File: src/rtl/raycast_pkg.sv
// Shared types and constants for the raycasting pipeline.
//   sched_state_t : frame scheduler states
//   pose_t        : six 8.8 fixed-point pose fields (pos, dir, plane)
package raycast_pkg;

  localparam int unsigned SCREEN_WIDTH  = 320;
  localparam int unsigned SCREEN_HEIGHT = 240;
  localparam int unsigned HCOUNT_WIDTH  = 9;
  localparam int unsigned POSE_WIDTH    = 16;
  localparam int unsigned MAX_INFLIGHT  = 256;
  localparam int unsigned FC_WIDTH      = 8;
  // Must hold MAX_INFLIGHT itself, not just MAX_INFLIGHT-1.
  localparam int unsigned CREDIT_WIDTH  = $clog2(MAX_INFLIGHT + 1);

  typedef enum logic [2:0] {
    IDLE,
    SNAP,
    ISSUE,
    DRAIN,
    SWAP
  } sched_state_t;

  typedef struct packed {
    logic [POSE_WIDTH-1:0] pos_x;
    logic [POSE_WIDTH-1:0] pos_y;
    logic [POSE_WIDTH-1:0] dir_x;
    logic [POSE_WIDTH-1:0] dir_y;
    logic [POSE_WIDTH-1:0] plane_x;
    logic [POSE_WIDTH-1:0] plane_y;
  } pose_t;

endpackage

File: src/rtl/credit_counter.sv
// Up/down credit counter for FIFO-backed stages.
//   inc_in      : one item entered the stage
//   dec_in      : one item left the stage
//   count_out   : registered outstanding count
//   full_next_c : count after this cycle's update reaches MAX
//   underflow_c : dec_in with nothing outstanding (update ignored)
module credit_counter #(
  parameter int unsigned MAX = 256,
  parameter int unsigned W   = 9
) (
  input  logic         clk,
  input  logic         rst_n,
  input  logic         inc_in,
  input  logic         dec_in,
  output logic [W-1:0] count_out,
  output logic         full_next_c,
  output logic         underflow_c
);

  logic [W-1:0] count_d;
  logic [W-1:0] count_q;

  // Simultaneous inc/dec cancels; saturate at both ends.
  always_comb begin
    count_d     = count_q;
    underflow_c = 1'b0;
    if (inc_in && !dec_in) begin
      if (count_q < W'(MAX)) begin
        count_d = count_q + W'(1);
      end
    end else if (dec_in && !inc_in) begin
      if (count_q == '0) begin
        underflow_c = 1'b1;
      end else begin
        count_d = count_q - W'(1);
      end
    end
    full_next_c = (count_d >= W'(MAX));
  end

  always_ff @(posedge clk or negedge rst_n) begin
    if (!rst_n) begin
      count_q <= '0;
    end else begin
      count_q <= count_d;
    end
  end

  assign count_out = count_q;

endmodule

File: src/rtl/ray_frame_scheduler.sv
// Per-frame scheduler for the raycasting pipeline.
// Snapshots the pose on each frame start, issues column indices
// 0..SCREEN_WIDTH-1 over a valid/ready handshake under a credit limit,
// then requests a frame-buffer swap once the transformer finishes.
//   pixel_clk_in / rst_in           : clock, async active-low reset
//   enable_in, frame_start_in       : frame control
//   *_in pose / *_out pose          : live pose / frame-stable snapshot
//   hcount_out, col_valid_out,
//   col_ready_in                    : column issue handshake
//   col_retire_in                   : column consumed downstream
//   frame_done_in                   : last pixel written
//   swap_req_out / swap_ack_in      : frame-buffer swap handshake
//   busy_out, frame_count_out,
//   overrun_out, error_out          : status
module ray_frame_scheduler
  import raycast_pkg::*;
(
  input  logic                    pixel_clk_in,
  input  logic                    rst_in,
  input  logic                    enable_in,
  input  logic                    frame_start_in,
  input  logic [POSE_WIDTH-1:0]   pos_x_in,
  input  logic [POSE_WIDTH-1:0]   pos_y_in,
  input  logic [POSE_WIDTH-1:0]   dir_x_in,
  input  logic [POSE_WIDTH-1:0]   dir_y_in,
  input  logic [POSE_WIDTH-1:0]   plane_x_in,
  input  logic [POSE_WIDTH-1:0]   plane_y_in,
  output logic [POSE_WIDTH-1:0]   pos_x_out,
  output logic [POSE_WIDTH-1:0]   pos_y_out,
  output logic [POSE_WIDTH-1:0]   dir_x_out,
  output logic [POSE_WIDTH-1:0]   dir_y_out,
  output logic [POSE_WIDTH-1:0]   plane_x_out,
  output logic [POSE_WIDTH-1:0]   plane_y_out,
  output logic [HCOUNT_WIDTH-1:0] hcount_out,
  output logic                    col_valid_out,
  input  logic                    col_ready_in,
  input  logic                    col_retire_in,
  input  logic                    frame_done_in,
  output logic                    swap_req_out,
  input  logic                    swap_ack_in,
  output logic                    busy_out,
  output logic [FC_WIDTH-1:0]     frame_count_out,
  output logic                    overrun_out,
  output logic                    error_out
);

  sched_state_t            state_d, state_q;
  logic [HCOUNT_WIDTH-1:0] hcount_d, hcount_q;
  logic                    col_valid_d, col_valid_q;
  logic                    swap_req_d, swap_req_q;
  logic                    busy_d, busy_q;
  logic [FC_WIDTH-1:0]     frame_count_d, frame_count_q;
  logic                    overrun_d, overrun_q;
  logic                    error_d, error_q;
  pose_t                   pose_d, pose_q;
  pose_t                   pose_live;

  logic                    xfer;
  logic                    credit_full_next;
  logic                    credit_underflow;
  logic [CREDIT_WIDTH-1:0] outstanding;

  assign pose_live = {pos_x_in, pos_y_in, dir_x_in, dir_y_in, plane_x_in, plane_y_in};
  assign xfer      = col_valid_q && col_ready_in;

  // Outstanding columns: +1 per transfer, -1 per retire, in every state.
  credit_counter #(
    .MAX (MAX_INFLIGHT),
    .W   (CREDIT_WIDTH)
  ) u_credit (
    .clk         (pixel_clk_in),
    .rst_n       (rst_in),
    .inc_in      (xfer),
    .dec_in      (col_retire_in),
    .count_out   (outstanding),
    .full_next_c (credit_full_next),
    .underflow_c (credit_underflow)
  );

  // Next-state and registered-output logic.
  always_comb begin
    state_d       = state_q;
    hcount_d      = hcount_q;
    pose_d        = pose_q;
    frame_count_d = frame_count_q;

    case (state_q)
      IDLE: begin
        if (frame_start_in && enable_in) begin
          state_d = SNAP;
        end
      end
      SNAP: begin
        pose_d   = pose_live;
        hcount_d = '0;
        state_d  = ISSUE;
      end
      ISSUE: begin
        // Last index stays on hcount_q; it never advances past it.
        if (xfer) begin
          if (hcount_q == HCOUNT_WIDTH'(SCREEN_WIDTH - 1)) begin
            state_d = DRAIN;
          end else begin
            hcount_d = hcount_q + HCOUNT_WIDTH'(1);
          end
        end
      end
      DRAIN: begin
        if (frame_done_in) begin
          state_d = SWAP;
        end
      end
      SWAP: begin
        if (swap_ack_in) begin
          state_d       = IDLE;
          frame_count_d = frame_count_q + FC_WIDTH'(1);
        end
      end
      default: begin
        state_d = IDLE;
      end
    endcase

    // A stalled valid cannot lose credit (retires only free it), so it holds.
    col_valid_d = (state_d == ISSUE) && !credit_full_next;
    swap_req_d  = (state_d == SWAP);
    busy_d      = (state_d != IDLE);
    overrun_d   = frame_start_in && (state_q != IDLE);
    error_d     = error_q
                | (frame_done_in && (state_q != DRAIN))
                | (swap_ack_in && (state_q != SWAP))
                | credit_underflow
                | ((state_q == SWAP) && swap_ack_in && (outstanding != '0));
  end

  always_ff @(posedge pixel_clk_in or negedge rst_in) begin
    if (!rst_in) begin
      state_q       <= IDLE;
      hcount_q      <= '0;
      col_valid_q   <= 1'b0;
      swap_req_q    <= 1'b0;
      busy_q        <= 1'b0;
      frame_count_q <= '0;
      overrun_q     <= 1'b0;
      error_q       <= 1'b0;
      pose_q        <= '0;
    end else begin
      state_q       <= state_d;
      hcount_q      <= hcount_d;
      col_valid_q   <= col_valid_d;
      swap_req_q    <= swap_req_d;
      busy_q        <= busy_d;
      frame_count_q <= frame_count_d;
      overrun_q     <= overrun_d;
      error_q       <= error_d;
      pose_q        <= pose_d;
    end
  end

  assign pos_x_out       = pose_q.pos_x;
  assign pos_y_out       = pose_q.pos_y;
  assign dir_x_out       = pose_q.dir_x;
  assign dir_y_out       = pose_q.dir_y;
  assign plane_x_out     = pose_q.plane_x;
  assign plane_y_out     = pose_q.plane_y;
  assign hcount_out      = hcount_q;
  assign col_valid_out   = col_valid_q;
  assign swap_req_out    = swap_req_q;
  assign busy_out        = busy_q;
  assign frame_count_out = frame_count_q;
  assign overrun_out     = overrun_q;
  assign error_out       = error_q;

endmodule
File: config.mk
export PLATFORM = sky130hd
export DESIGN_NAME = ray_frame_scheduler
export DESIGN_NICKNAME = d
export VERILOG_FILES = /design/src/rtl/raycast_pkg.sv /design/src/rtl/credit_counter.sv /design/src/rtl/ray_frame_scheduler.sv
export SDC_FILE = /design/constraint.sdc
export NUM_CORES = 1
export LEC_CHECK = 0
export ABC_AREA = 1
export BUFFER_PORTS_ARGS = -buffer_cell sky130_fd_sc_hd__buf_2
export CAP_MARGIN = 15
export CORE_MARGIN = 1
export CORE_UTILIZATION = 44
export CTS_CLUSTER_DIAMETER = 80
export DETAILED_ROUTE_END_ITERATION = 6
export GPL_ROUTABILITY_DRIVEN = 0
export PLACE_DENSITY = 0.76
export SLEW_MARGIN = 20
export SYNTH_ARGS = -nofsm -noshare
export SYNTH_HDL_FRONTEND = slang
export SYNTH_SLANG_ARGS = --single-unit
export TNS_END_PERCENT = 30
File: constraint.sdc
create_clock -name pixel_clk_in -period 1.6 [get_ports pixel_clk_in]
set_clock_uncertainty 0.15 [all_clocks]
set_input_delay 0.24 -clock pixel_clk_in [delete_from_list [all_inputs] [get_ports pixel_clk_in]]
set_output_delay 0.24 -clock pixel_clk_in [all_outputs]
set_load 0.05 [all_outputs]
Word level (Yosys, flattened, before mapping)
Cells that the tools add are included.
{ "word_totals": {"register_bits": 130} }
{ "classes": {"n_eq_ne": 11, "add_sub_neg": 4, "bitwise_logic": 4, "order_cmp": 2, "n_reduce_logical": 21, "n_mux": 16} }
{ "op_table": {"columns": ["op", "count"], "rows": [
  ["$mux 9", 6],
  ["$add 9x1->9 const B", 2],
  ["$pmux 9 s2", 1],
  ["$mux 3", 5],
  ["$pmux 3 s5", 1],
  ["$logic_and 1x1->1", 10],
  ["$eq 3x2->1 const B", 3],
  ["$eq 9x9->1 const B", 1],
  ["$ge 9x9->1 const B", 1],
  ["$logic_not 9->1", 1],
  ["$lt 9x9->1 const B", 1],
  ["$reduce_bool 9->1", 1],
  ["$sub 9x1->9 const B", 1],
  ["$add 8x1->8 const B", 1],
  ["$eq 3x3->1 const B", 2],
  ["$reduce_bool 3->1", 2],
  ["$or 1x1->1", 4],
  ["$eq 3x1->1 const B", 1],
  ["$logic_not 1->1", 3],
  ["$logic_not 3->1", 1],
  ["$mux 1", 3],
  ["$ne 3x2->1 const B", 1],
  ["$ne 3x3->1 const B", 1],
  ["$reduce_and 3->1", 1],
  ["4 further kinds", 4]
]} }

Depth between registers and ports, before layout
{ "logic_depth": {"word_depth": 8, "depth_mapped": 10} }

Cells and area by module
From an unflattened synthesis, not the netlist that was laid out.
{ "hier_totals": {"hier_cells": 543, "area_unflattened_um2": 6093.3} }
{ "by_module_without_submodules": {"columns": ["mod", "cells_per_inst", "n_inst", "area_each_um2"], "rows": [
  ["ray_frame_scheduler", 397, 1, 5104.9],
  ["credit_counter", 146, 1, 988.4]
]} }

Worst setup path after synthesis
OpenSTA, ideal clock, no wires.
{ "synth_path": {"kind": "reg-to-reg", "startpoint": "register col_valid_q (netlist: col_valid_out)", "endpoint": "register u_credit.count_q[5] (netlist: u_credit.count_out[5])", "setup_ns": 0.117, "synth_period_minus_slack_ns": 1.993, "path_slack_ns": -0.393, "stages_incl_launch_ff": 10, "path_buffers": 1, "arrival_ns": 1.726, "required_time_ns": 1.333, "cell_sequence": "dfrtp_1 nand2_1 inv_1 ha_1 clkbuf_2 inv_1 nor2_1 nand3b_1 nand3_1 nand2_1"} }
{ "synth_between": {"elab_chain_len": 5} }
{ "synth_lines": {"columns": ["item", "line", "rtl"], "rows": [
  ["start, declared", "ray_frame_scheduler.sv:49", "logic col_valid_d, col_valid_q;"],
  ["start signal, assigned", "ray_frame_scheduler.sv:150", "col_valid_q <= col_valid_d;"],
  ["$logic_and 1x1->1 *", "ray_frame_scheduler.sv:64", "assign xfer = col_valid_q && col_ready_in;"],
  ["$logic_not 1->1", "credit_counter.sv:31", "end else if (dec_in && !inc_in) begin"],
  ["$logic_and 1x1->1", "credit_counter.sv:31", null],
  ["$mux 9", "credit_counter.sv:31", null],
  ["$mux 9 *", "credit_counter.sv:27", "if (inc_in && !dec_in) begin"],
  ["net u_credit.count_d[5]", "credit_counter.sv:20", "logic [W-1:0] count_d;"],
  ["end signal, assigned", "credit_counter.sv:45", "count_q <= count_d;"],
  ["end, declared", "credit_counter.sv:21", "logic [W-1:0] count_q;"]
]} }
The timed path passes the listed nets; every way through them passes the cells marked *.
A chain may end at the register's enable or synchronous reset.

==> run metrics <==
final core utilization 0.717; failing checks negative setup slack; Starting Density 0.451; TritonCTS clock tree built; top post-synthesis cells by count dfrtp_1 (130), nand2_1 (90), mux2_2 (56); hold path endpoint state_q[0]; Max Cap Viol 0; first drt pass iteration count 4; initial antenna violation count 0; Leak Pwr 4.44 nW; Die W 115 microns; YS warnings 0; Req. time, crit path 1750 ps; post-synthesis sequential area ratio 0.574; antenna cells 0; Slew Limit Headroom 0.666; routed vias 5160; CTS buffer count 17; hpwl dp 9950 microns; Final Hold Fails 0; synth unique cells 31; global-route wire length before repair 26200 microns; flops & latches, synth between 100 and 150; DP Cell Count around 900; Vias/cell 4.98; Slew @ Worst Pin around 500 ps; ys flop type dfrtp_1; final setup violating endpoints 6; largest cells by area after synthesis dfrtp_1 (57%), mux2_2 (11%), mux2_1 (8.0%); Post-synth EDFFs 0; DR DRC count 0; Port Buffer Count between 200 and 250; Iter 0 DRT Violations 443; most instantiated library cell after synthesis dfrtp_1; routed len/inst 16.5 microns; Post-synth ARST share 1.00; die footprint 13300 sq um; post-synth design cell area between 5000 and 6000 sq um; status finished, violations left; num ports 222; peak supply drop 0.00104 V; Register-to-Register Path Depth 10; startpoint types flop; Critical Path End Type flop; min-delay src enable_in; pin count of the biggest net entering global routing between 90 and 100; GRT Util Overall 0.263; vias in the first global route roughly 5200; Hold Path Cell Cnt 5; Filler cells 812; Final min period 1670 ps; PwrDens about 2400 nW/um^2; Setup CP Type flop to flop; CTS root buf clkbuf_16; clk sinks 130; Worst Hold Class input pin to flop; syn avg cell area about 12 sq um; Clock Latency Late Sink 410 ps; cell taking the most area after synthesis dfrtp_1; Critical Path AT about 1800 ps; Synth Instances 489; Longest Clk Path Bufs 2; share of the synthesized area in the top cell type 0.574; share of layout cells above drive strength 1 0.454; die extent in y 115 microns; Fmax achieved around 600 MHz; period utilisation layout 1.04; fin cells ~1000; Slew Viols, Final 0; nets@finish 962; GRT overflow 0; CTS H-tree lvls 4; worst flop-to-flop path startpoint u_credit.count_out[1]; final wirelength approximately 17000 microns; Post-DRT Antenna Nets 0; Core Area between 10000 and 15000 sq um; reg-to-reg setup timing slack -70 ps; area grow syn2layout 59.1%; Final WS setup -65.7 ps; row count 41; clock transition at the registers of the reported paths about 60 ps; Worst Path Max Fanout 4; Setup Slack @ Placement -78.4 ps; RSZ-0062 raised after global routing true; Synthesized Nets 599
## timing repair
action | CTS | global route
hold buffers | 100 | 0
gates cloned | 1 | 0
endpoints found under the hold margin | 230 | 0
endpoints found under the setup margin | 10 | 31
pin swaps | 3 | 0
gates resized for setup | 3 | 15
buffers inserted | 2 | 1
## power by group
group          leakage [nW]  total [mW]  switching, mW  internal, mW
Sequential             1.55        5.72          0.924          4.80
Combinational          2.57        11.3           7.86          3.42
Clock                 0.317        4.32           1.47          2.85
Total                  4.44        21.3           10.3          11.1
## layer usage
layer | vias up | GRT usage | part of all wire
met1 | 2471 | 0.280 | 0.37
met2 | 240 | 0.466 | 0.52
met3 | 73 | 0.0732 | 0.065
met4 | 0 | 0.157 | 0.042
li1 | 2376 | - | -
met5 | - | 0 | 0
## logic make-up after synthesis
family / after synthesis / share of synthesized area
fa+ha+maj: 6 / 0.0133
mux: 96 / 0.191
buf+inv: 52 / 0.0448
flops: 130 / 0.574
compound gates: 21 / 0.0223
simple gates: 173 / 0.138
xor+xnor: 11 / 0.0170
## critical path: stages, from the launching register on
cell and delay [ps]:
dfrtp_1 410, inv_2 90, ha_4 150, nand2_4 60, nor2_4 120, buf_4 150, nand3_2 130, nand3_1 100
o21ai_1 80, nand2_1 70, nand2_1 50
## state kept, by name, indices dropped and copies added, names as in the netlist, 3 cells and up, named ones only
| register | flops |
|---|---|
| plane_x_out | 16 |
| u_credit.count_out | 4 |
| plane_y_out | 16 |
| state_q | 3 |
| dir_x_out | 16 |
| pos_y_out | 16 |
| pos_x_out | 16 |
| frame_count_out | 8 |
| dir_y_out | 16 |
| hcount_out | 9 |
## per-stage QoR
stage          TNS (ps)  power (mW)  hold WS (ps)  cell area (sq um)
3_5_place_dp       -265        16.3           188               7280
4_1_cts               0        21.0          35.9               8970
2_1_floorplan      -233        13.4          -206               5770
6_report           -224        21.3          57.6               9010
5_1_grt           -1110        22.3          61.7               9010
3_3_place_gp     -0.298        16.0           173               7280
## placed cells by master (no fill, tap or decap), types with 2 or more instances in the layout
| master | netlist | final |
|---|---|---|
| mux2_1 | 40 | 40 |
| buf_4 | 1 | 35 |
| o21ai_1 | 4 | 7 |
| xnor2_1 | 7 | 7 |
| nand2_1 | 90 | 88 |
| clkbuf_8 | 0 | 2 |
| nor3_1 | 7 | 7 |
| inv_1 | 31 | 26 |
| inv_6 | 0 | 2 |
| o21ai_2 | 1 | 2 |
| dlygate4sd3_1 | 0 | 100 |
| ha_4 | 0 | 4 |
| inv_2 | 6 | 11 |
| bufinv_16 | 0 | 5 |
| nand3_1 | 34 | 31 |
| clkbuf_16 | 0 | 17 |
| nand3_2 | 2 | 6 |
| buf_12 | 0 | 4 |
| dfrtp_1 | 130 | 123 |
| nand4_1 | 10 | 10 |
| nand3b_1 | 2 | 2 |
| clkinvlp_4 | 0 | 2 |
| nand2_4 | 0 | 2 |
| clkinv_2 | 0 | 2 |
| nor2_2 | 3 | 6 |
| a21oi_1 | 4 | 3 |
| xor2_1 | 4 | 4 |
| o21ai_0 | 8 | 4 |
| nor2_1 | 21 | 14 |
| nor2_4 | 1 | 5 |
| dfrtp_2 | 0 | 7 |
| buf_2 | 7 | 218 |
| mux2_2 | 56 | 56 |
## area by class of cell
type                       count  area, sq um  share of cell area
multi-input combinational    308         2300               0.255
clock buffer                  20          457              0.0507
tap                          172          215              0.0239
timing repair buffer         358         2440               0.271
sequential                   130         3260               0.362
clock inverter                12          201              0.0224
inverter                      37          139              0.0154
## worst max-delay path by stage
stage,startpoint,end,cells after the start
6_report,u_credit.count_out[1],flop,10
3_5_place_dp,u_credit.count_out[1],flop,9
5_1_grt,u_credit.count_out[1],flop,9
4_1_cts,hcount_out[0],hcount_out[0],2
2_1_floorplan,hcount_out[0],hcount_out[5],8
3_3_place_gp,u_credit.count_out[1],flop,9
No activity file was read; power rests on OpenSTA's default activity.
